**src/rtl/multicycle_adder_pkg.sv**
```systemverilog
// Shared definitions for the multicycle adder: FSM state encoding and chunk-count helper.
// Latency: n/a (types and constant functions only).
// Backpressure: n/a.
package multicycle_adder_pkg;

  typedef enum logic [1:0] {
    IDLE = 2'd0,
    RUN  = 2'd1,
    DONE = 2'd2
  } state_t;

  // Number of RUN cycles for one operation; width must be a whole number of chunks.
  function automatic int num_chunks(input int width, input int chunk);
    return width / chunk;
  endfunction

endpackage

```
**src/rtl/multicycle_adder_if.sv**
```systemverilog
// Request/result bundle between a requester (master) and the multicycle adder (slave).
// Latency: n/a (wiring only).
// Backpressure: none; master watches busy/done, start is ignored while busy.
// Signals: start/sub/cin/a/b from master; sum/cout/ovf/busy/done from slave.
interface multicycle_adder_if #(
  parameter int WIDTH = 5
);

  logic             start;
  logic             sub;
  logic             cin;
  logic [WIDTH-1:0] a;
  logic [WIDTH-1:0] b;
  logic [WIDTH-1:0] sum;
  logic             cout;
  logic             ovf;
  logic             busy;
  logic             done;

  modport master (
    output start, sub, cin, a, b,
    input  sum, cout, ovf, busy, done
  );

  modport slave (
    input  start, sub, cin, a, b,
    output sum, cout, ovf, busy, done
  );

endinterface

```
**src/rtl/chunk_adder.sv**
```systemverilog
// One CHUNK-bit slice of the serial adder: a + b + cin, purely combinational.
// Latency: 0 cycles.
// Backpressure: none.
// Ports: a, b (CHUNK), cin -> sum (CHUNK), cout, msb_cin (carry into the slice MSB).
module chunk_adder #(
  parameter int CHUNK = 1
) (
  input  logic [CHUNK-1:0] a,
  input  logic [CHUNK-1:0] b,
  input  logic             cin,
  output logic [CHUNK-1:0] sum,
  output logic             cout,
  output logic             msb_cin
);

  logic [CHUNK:0] w_total;

  assign w_total = {1'b0, a} + {1'b0, b} + {{CHUNK{1'b0}}, cin};
  assign sum     = w_total[CHUNK-1:0];
  assign cout    = w_total[CHUNK];
  // The sum bit is a ^ b ^ carry-in, so the carry into the MSB can be recovered from it.
  assign msb_cin = a[CHUNK-1] ^ b[CHUNK-1] ^ sum[CHUNK-1];

endmodule

```
**src/rtl/multicycle_adder.sv**
```systemverilog
// Serial adder/subtractor processing CHUNK bits per cycle, LSB chunk first.
// Latency: done pulses WIDTH/CHUNK cycles after the edge that samples start.
// Backpressure: start ignored while busy; accepted in IDLE or in the DONE cycle.
// Ports: clk, rst_n (async active-low), bus (slave side of multicycle_adder_if).
module multicycle_adder
  import multicycle_adder_pkg::*;
#(
  parameter int WIDTH = 5,
  parameter int CHUNK = 1
) (
  input  logic                  clk,
  input  logic                  rst_n,
  multicycle_adder_if.slave     bus
);

  localparam int NCH   = num_chunks(WIDTH, CHUNK);
  localparam int IDX_W = (NCH > 1) ? $clog2(NCH) : 1;

  state_t           r_state;
  state_t           w_state_next;
  logic             w_load;
  logic             w_step;
  logic             w_last;

  logic [WIDTH-1:0] r_a;
  logic [WIDTH-1:0] r_b;
  logic [WIDTH-1:0] r_acc;
  logic [WIDTH-1:0] r_sum;
  logic [WIDTH-1:0] w_acc_next;
  logic [IDX_W-1:0] r_idx;
  logic             r_carry;
  logic             r_cout;
  logic             r_ovf;

  logic [CHUNK-1:0] w_a_chunk;
  logic [CHUNK-1:0] w_b_chunk;
  logic [CHUNK-1:0] w_chunk_sum;
  logic             w_chunk_cout;
  logic             w_msb_cin;

  assign w_last = (r_idx == IDX_W'(NCH - 1));

  always_ff @(posedge clk or negedge rst_n) begin
    if (!rst_n) begin
      r_state <= IDLE;
    end else begin
      r_state <= w_state_next;
    end
  end

  always_comb begin
    w_state_next = r_state;
    w_load       = 1'b0;
    w_step       = 1'b0;
    bus.busy     = 1'b0;
    bus.done     = 1'b0;
    case (r_state)
      IDLE: begin
        if (bus.start) begin
          w_load       = 1'b1;
          w_state_next = RUN;
        end
      end
      RUN: begin
        bus.busy = 1'b1;
        w_step   = 1'b1;
        if (w_last) begin
          w_state_next = DONE;
        end
      end
      DONE: begin
        bus.done = 1'b1;
        // Re-arming straight from DONE gives back-to-back operations.
        if (bus.start) begin
          w_load       = 1'b1;
          w_state_next = RUN;
        end else begin
          w_state_next = IDLE;
        end
      end
      default: w_state_next = IDLE;
    endcase
  end

  assign w_a_chunk = r_a[r_idx*CHUNK +: CHUNK];
  assign w_b_chunk = r_b[r_idx*CHUNK +: CHUNK];

  chunk_adder #(
    .CHUNK (CHUNK)
  ) u_chunk_adder (
    .a       (w_a_chunk),
    .b       (w_b_chunk),
    .cin     (r_carry),
    .sum     (w_chunk_sum),
    .cout    (w_chunk_cout),
    .msb_cin (w_msb_cin)
  );

  always_comb begin
    w_acc_next = r_acc;
    w_acc_next[r_idx*CHUNK +: CHUNK] = w_chunk_sum;
  end

  always_ff @(posedge clk or negedge rst_n) begin
    if (!rst_n) begin
      r_a     <= '0;
      r_b     <= '0;
      r_acc   <= '0;
      r_idx   <= '0;
      r_carry <= 1'b0;
      r_sum   <= '0;
      r_cout  <= 1'b0;
      r_ovf   <= 1'b0;
    end else if (w_load) begin
      // Subtraction is a + ~b + 1, so the operand is inverted and the carry seeded with 1.
      r_a     <= bus.a;
      r_b     <= bus.sub ? ~bus.b : bus.b;
      r_acc   <= '0;
      r_idx   <= '0;
      r_carry <= bus.sub | bus.cin;
    end else if (w_step) begin
      r_acc   <= w_acc_next;
      r_carry <= w_chunk_cout;
      r_idx   <= r_idx + 1'b1;
      // Visible results change only as the FSM enters DONE.
      if (w_last) begin
        r_sum  <= w_acc_next;
        r_cout <= w_chunk_cout;
        r_ovf  <= w_chunk_cout ^ w_msb_cin;
      end
    end
  end

  assign bus.sum  = r_sum;
  assign bus.cout = r_cout;
  assign bus.ovf  = r_ovf;

endmodule

```
**src/flat_wrapper.sv**
```systemverilog
// flat-port wrapper written by rule: the top's interface ports become plain ports
module multicycle_adder_flat import multicycle_adder_pkg::*;
#(
  parameter int WIDTH = 5,
  parameter int CHUNK = 1
)
  (clk, rst_n, bus_start, bus_sub, bus_cin, bus_a, bus_b, bus_sum, bus_cout, bus_ovf, bus_busy, bus_done);
  multicycle_adder_if #(.WIDTH(WIDTH)) bus_i ();
  input  logic clk;
  input  logic rst_n;
  input wire logic [$bits(bus_i.start)-1:0] bus_start;
  input wire logic [$bits(bus_i.sub)-1:0] bus_sub;
  input wire logic [$bits(bus_i.cin)-1:0] bus_cin;
  input wire logic [$bits(bus_i.a)-1:0] bus_a;
  input wire logic [$bits(bus_i.b)-1:0] bus_b;
  output wire logic [$bits(bus_i.sum)-1:0] bus_sum;
  output wire logic [$bits(bus_i.cout)-1:0] bus_cout;
  output wire logic [$bits(bus_i.ovf)-1:0] bus_ovf;
  output wire logic [$bits(bus_i.busy)-1:0] bus_busy;
  output wire logic [$bits(bus_i.done)-1:0] bus_done;
  assign bus_i.start = bus_start;
  assign bus_i.sub = bus_sub;
  assign bus_i.cin = bus_cin;
  assign bus_i.a = bus_a;
  assign bus_i.b = bus_b;
  assign bus_sum = bus_i.sum;
  assign bus_cout = bus_i.cout;
  assign bus_ovf = bus_i.ovf;
  assign bus_busy = bus_i.busy;
  assign bus_done = bus_i.done;
  multicycle_adder #(.WIDTH(WIDTH), .CHUNK(CHUNK)) u_core (.clk(clk), .rst_n(rst_n), .bus(bus_i));
endmodule
```
**config.mk**
```make
export PLATFORM = sky130hd
export DESIGN_NAME = multicycle_adder_flat
export DESIGN_NICKNAME = d
export VERILOG_FILES = /design/src/rtl/multicycle_adder_pkg.sv /design/src/rtl/multicycle_adder_if.sv /design/src/rtl/chunk_adder.sv /design/src/rtl/multicycle_adder.sv /design/src/flat_wrapper.sv
export SDC_FILE = /design/constraint.sdc
export NUM_CORES = 1
export LEC_CHECK = 0
export CORE_ASPECT_RATIO = 1.1
export CORE_MARGIN = 2
export CORE_UTILIZATION = 45
export DETAILED_ROUTE_END_ITERATION = 8
export PLACE_DENSITY = 0.78
export SLEW_MARGIN = 20
export SYNTH_ARGS = -nofsm -noshare
export SYNTH_HDL_FRONTEND = slang
export SYNTH_HIERARCHICAL = 1
export SYNTH_SLANG_ARGS = --single-unit
```
**constraint.sdc**
```tcl
create_clock -name clk -period 3.4 [get_ports clk]
set_input_delay 0.34 -clock clk [delete_from_list [all_inputs] [get_ports clk]]
set_output_delay 0.34 -clock clk [all_outputs]
set_load 0.01 [all_outputs]
```
-- Word level (Yosys, flattened, before mapping)
Cells that the tools add are included.
W data, S select, Z words.
- input bits: 15
- word-level logic and storage cells: 49
- register bits: 28
- output and inout port bits: 9
- add/sub/neg operators: 4
- mux-type cells: 16
- shift operators: 4
- equal/unequal tests: 5
- reduce and logical (&&, ||, !) cells: 5
- bitwise gates (word level): 6
- operator list (cell ; count):
    $neg A3 Y34 ; 1
    $shift A1 B34 Y5 const A ; 1
    $shiftx A1 B34 Y5 ; 1
    $mux W5 ; 3
    $shiftx A5 B4 Y1 ; 2
    $mux W1 ; 7
    $mux W3 ; 2
    $pmux W2 S3 ; 1
    $bwmux W5 ; 1
    $not A5 Y5 ; 1
    $mux W2 ; 2
    $add A3 B1 Y3 const B ; 1
    $eq A3 B3 Y1 const B ; 1
    $reduce_and A3 Y1 ; 1
    $xor A1 B1 Y1 ; 3
    $add A1 B1 Y2 ; 1
    $add A2 B1 Y2 ; 1
    $eq A2 B1 Y1 const B ; 1
    $eq A2 B2 Y1 const B ; 1
    $logic_not A2 Y1 ; 1
    $ne A2 B1 Y1 const B ; 1
    $ne A2 B2 Y1 const B ; 1
    $reduce_and A2 Y1 ; 1
    $reduce_bool A2 Y1 ; 1
    3 further kinds ; 3

-- Depth between registers and ports, before layout
- depth after elaboration: 7
- mapped depth: 9
- depth with buffers taken out: 7

-- By module
Netlist, hierarchy kept.
- by module, submodules not included (module ; times used ; area an instance (µm²) ; seq. area each (µm²) ; cells an instance):
    multicycle_adder ; 1 ; 1527.7 ; 700.7 ; 155
    chunk_adder ; 1 ; 43.8 ; 0.0 ; 2

-- Least setup slack after synthesis
Ideal clock, no wire load.
- path kind: reg2reg
- from: register u_core.r_idx[0]
- to: register u_core.r_ovf, in the netlist u_core/bus.ovf
- library setup time: 0.136 ns
- required time: 3.264 ns
- arrival: 2.266 ns
- slack: 0.998 ns
- buffers on the path: 1
- period minus slack after synthesis: 2.402 ns
- cell stages (with the launch flop): 9
- path through: dfrtp_1 buf_6 mux4_2 nand2_1 nand2_1 fa_1 xor3_1 xnor2_1 o21ai_0
- word-level cells in the longest chain between the ends: 5
- elaborated cells on any way between the ends: 9
- those cells by class: add/sub (2); eq/ne (1); shift (2); bitwise (3); reduce/logical (1)
- ends and longest elaborated chain (what ; line ; text):
    start, declared ; multicycle_adder.sv:30 ; logic [IDX_W-1:0] r_idx;
    start signal, assigned ; multicycle_adder.sv:124 ; r_idx <= r_idx + 1'b1;
    $shiftx A5 B4 Y1 ; multicycle_adder.sv:85 ; assign w_a_chunk = r_a[r_idx*CHUNK +: CHUNK];
    net u_core.w_a_chunk ; multicycle_adder.sv:35 ; logic [CHUNK-1:0] w_a_chunk;
    $add A1 B1 Y2 ; chunk_adder.sv:18 ; assign w_total = {1'b0, a} + {1'b0, b} + {{CHUNK{1'b0}}, cin};
    $add A2 B1 Y2 ; chunk_adder.sv:18 ;
    net u_core.w_chunk_sum ; multicycle_adder.sv:37 ; logic [CHUNK-1:0] w_chunk_sum;
    $xor A1 B1 Y1 ; chunk_adder.sv:22 ; assign msb_cin = a[CHUNK-1] ^ b[CHUNK-1] ^ sum[CHUNK-1];
    net u_core.w_msb_cin ; multicycle_adder.sv:39 ; logic w_msb_cin;
    $xor A1 B1 Y1 ; multicycle_adder.sv:129 ; r_ovf <= w_chunk_cout ^ w_msb_cin;
    end signal, assigned ; multicycle_adder.sv:129 ;
    end, declared ; multicycle_adder.sv:33 ; logic r_ovf;
The timed path passes the listed nets, and every way through them passes these cells.
A chain may end at the register's enable or synchronous reset.

-- Worst setup path after layout
Same ends and word-level chain as after synthesis.

==> summary.log <==
INFO  logic_synthesis netlist_top_cells_area=sky130_fd_sc_hd__dfrtp_1 45%, sky130_fd_sc_hd__nand2_1 7.4%, sky130_fd_sc_hd__ha_1 5.6%
INFO  power_and_ir_drop p_leak=0.8047nW
INFO  route          avgRoutedWirePerCell=13.73um
INFO  placed_design  buffer_ports.inserted=23
INFO  floorplanning  dieArea=3982um2
INFO  cells_and_area layout-drive-gt1-share=8.000%
INFO  logic_synthesis seq_area_frac_synth=44.59%
INFO  cts            tritoncts=yes
INFO  global_route   grt_overflow_total=0
INFO  critical_path  most_frequent_cell_on_the_critical_path=sky130_fd_sc_hd__nand2_1
INFO  cts            cts_num_sinks=28
INFO  power_and_ir_drop pwr_density_cell=985.2nW/um2
INFO  sta            max_slew.worst_pin.slew=0.6709ns
INFO  critical_path  buffers_plus_inverters_on_the_worst_setup_path=0
INFO  cts            cts_root_buf=sky130_fd_sc_hd__clkbuf_4
INFO  route          drt_pass1_iterations=4
INFO  sta            total_neg_setup_slack=0ns
INFO  logic_synthesis post_synth_most_frequent_cells=31 x sky130_fd_sc_hd__nand2_1, 28 x sky130_fd_sc_hd__dfrtp_1, 9 x sky130_fd_sc_hd__nor2_1
INFO  cts            hold_buffers_post_cts=0
INFO  sta            max_clock_freq=344.6MHz
INFO  placed_design  placed_area=1810um2
INFO  logic_synthesis synth_top_area_share=44.59%
INFO  critical_path  timing.critical_path.fanout_max=19
INFO  cts            clockBufferDepth=2
INFO  power_and_ir_drop peakVddDrop=0.3205mV
INFO  floorplanning  coreArea=3331um2
INFO  cts            cts_max_level=1
INFO  power_and_ir_drop combinationalPowerShare=57.4%
INFO  global_route   grt_pass1_vias=1249
INFO  run            max_cap_viol_count=0
INFO  route          via_cell_ratio=5.439
INFO  floorplanning  initial_core_util=47.18%
INFO  floorplanning  num_rows=22
INFO  sta            final_max_slew_viol_count=0
INFO  logic_synthesis ys_warn_count=6
INFO  cells_and_area syn2layout_area_growth=16.64%
INFO  route          drt_iter0_drc=61
INFO  critical_path  timing.critical_path.cells=mux4_2, nand2_1, nand2_1, fa_1, xor3_1, xnor2_1, o21ai_0
INFO  power_and_ir_drop switchingPower=768.8uW
INFO  cts            num_cts_buffers=3
INFO  cts            clk_pin_slew_worst_paths=0.13ns
INFO  critical_path  cpPeakStageDelay=0.78ns
INFO  power_and_ir_drop cell_internal_pwr=1.037mW
INFO  logic_synthesis yosys.cell_count.top_type=sky130_fd_sc_hd__nand2_1
INFO  route          routed-via-count=1213
INFO  sta            final.hold.worst_slack=0.3758ns
INFO  route          wl_met2=1494um
INFO  logic_synthesis ys_dominant_reg_cell=sky130_fd_sc_hd__dfrtp_1
INFO  cells_and_area postLayoutCoreUtil=55.03%
INFO  cts            cts.repair.resized=0
INFO  cells_and_area diodes=0
INFO  route          route.final.wire_length=3062um
INFO  global_route   maximum_number_of_pins_on_one_net_before_global_route_repair=29
INFO  global_route   grt_use_total=18.03%
INFO  critical_path  start_kind=flip-flop
INFO  cells_and_area final_area=1833um2
INFO  critical_path  setup.worst_path.end_class=flip-flop
INFO  global_route   number_of_antenna_violations_at_the_first_check_in_global_routing=0
INFO  sta            final_count_of_hold_timing_violations=0
INFO  power_and_ir_drop power.share.sequential=35.3%
INFO  critical_path  category_of_cells_accounting_for_the_largest_share_of_critical_path_delay=flip-flops
INFO  route          dr_wl_met3=165um
INFO  floorplanning  floorplan.die.width=60.35um
INFO  sta            maxSlewHeadroom=55.27%
INFO  placed_design  gp_routability_congestion=0.8943
INFO  critical_path  worstSetupPathType=reg2reg
INFO  critical_path  worst_path_max_delay_cell=sky130_fd_sc_hd__dfrtp_1
INFO  power_and_ir_drop switching_share_of_power=42.57%
INFO  route          route.detailed.drc=0
INFO  cells_and_area nets=200
INFO  logic_synthesis syn-mean-instance-area=10.01um2
INFO  placed_design  detailedPlacementHpwl=2287um
INFO  run_status     run_status=finished, final reports clean
INFO  logic_synthesis number_of_different_library_cells_in_the_post_synthesis_netlist=38
INFO  cts            postCtsSetupRepairBufs=0
INFO  sta            setup_repair_after_global_routing_missed_its_margin=no
INFO  critical_path  cp.arrival=3.11ns
INFO  global_route   first_pass_grt_wire_length=5451um
INFO  critical_path  required=3.61ns
INFO  floorplanning  die_height=65.98um
INFO  logic_synthesis synthesis.area=1572um2
INFO  power_and_ir_drop power.clock.fraction=7.3%
INFO  floorplanning  ios=24
INFO  sta            setup_viol_count_final=0
INFO  logic_synthesis synth_enable_flop_cells=0
INFO  sta            worst_skew=0.002232ns
INFO  route          detail-route-antenna-nets=0
INFO  sta            final_period_demand_of_the_worst_path=2.902ns
INFO  logic_synthesis postSynthNetCount=180
INFO  logic_synthesis postSynth.asyncResetShare=100.0%
INFO  min_path       min-delay-path-class=in2async
INFO  route          top_layer_used=met4
INFO  sta            timing.final.crit_share=85.34%
INFO  logic_synthesis synth_largest_area_cell=sky130_fd_sc_hd__dfrtp_1
INFO  cts            clock_latency=0.32ns
INFO  logic_synthesis yosys_register_bits=28
INFO  logic_synthesis postSynthCellCount=157
INFO  route          route.layer.met1.wl=1352um
cell type report:
cell class	instances	area, um2
fill	307	1498
multi-input combinational	114	787.0
sequential	28	700.7
timing repair buffer	24	237.7
tap	48	60.06
inverter	6	25.02
clock buffer	3	22.52
layer usage:
| metal | vias to the layer above | global-route usage [%] |
|---|---|---|
| met1 | 574 | 21.54 |
| met4 | 0 | 7.500 |
| met2 | 44 | 31.11 |
| met3 | 6 | 3.327 |
| li1 | 589 | - |
| met5 | - | 0 |
placed cells by master (no fill, tap or decap), types with 4 or more instances in the layout:
| master | netlist | final |
|---|---|---|
| sky130_fd_sc_hd__clkdlybuf4s50_1 | 0 | 23 |
| sky130_fd_sc_hd__inv_1 | 5 | 5 |
| sky130_fd_sc_hd__nand2_1 | 31 | 31 |
| sky130_fd_sc_hd__o21ai_1 | 4 | 4 |
| sky130_fd_sc_hd__nor2b_1 | 4 | 4 |
| sky130_fd_sc_hd__nand3_1 | 7 | 7 |
| sky130_fd_sc_hd__nor2_1 | 9 | 9 |
| sky130_fd_sc_hd__ha_1 | 7 | 7 |
| sky130_fd_sc_hd__o21ai_0 | 8 | 8 |
| sky130_fd_sc_hd__dfrtp_1 | 28 | 28 |
| sky130_fd_sc_hd__xnor2_1 | 7 | 7 |
flip-flops by register name, indices dropped and copies added, names as in the netlist:
register / flops
u_core/r_carry: 1
u_core/r_b: 5
u_core/r_acc: 5
u_core/bus.ovf: 1
u_core/bus.cout: 1
u_core/r_idx: 3
u_core/r_a: 5
u_core/bus.sum: 5
u_core/r_state: 2
final timing paths:
kind | startpoint | slack [ns] | cells past startpoint | to
worst min register to register | u_core/bus.sum[1] | 0.50 | 2 | u_core/bus.sum[1]
worst max register to register | u_core/r_idx[0] | 0.50 | 7 | u_core/bus.ovf
worst max-delay path | u_core/r_idx[0] | 0.50 | 7 | u_core/bus.ovf
max in group asynchronous | rst_n | 2.77 | 2 | u_core/r_acc[3]
worst min-delay path | rst_n | 0.38 | 2 | u_core/bus.sum[1]
min in group clk | u_core/bus.sum[1] | 0.50 | 2 | u_core/bus.sum[1]
per-stage QoR:
step                      power [mW]  std cells  setup slack [ns]
after floorplan                1.410        157            0.9979
after global placement         1.611        220            0.6540
after detailed placement       1.671        220            0.5521
after CTS                      1.800        223            0.5357
after global routing           1.955        223            0.3434
final                          1.806        223            0.4984
cells by family (layout without fill, tap and decap cells):
| kind of cell | after synthesis | after routing | synth area share [%] |
|---|---|---|---|
| fa+ha+maj | 8 | 8 | 6.847 |
| mux | 3 | 3 | 3.503 |
| compound gates | 30 | 30 | 13.22 |
| flops | 28 | 28 | 44.59 |
| buf+inv | 15 | 33 | 5.334 |
| xor+xnor | 8 | 8 | 5.414 |
| simple gates | 65 | 65 | 21.10 |
power groups by stage:
stage	Sequential [mW]	Clock, mW	Combinational (mW)
after floorplan	0.585	0	0.825
after global placement	0.629	0	0.982
after detailed placement	0.647	0	1.02
after CTS	0.638	0.136	1.03
after global routing	0.661	0.147	1.15
final	0.638	0.132	1.04
Note: power is estimated with default switching activity, not from simulation.
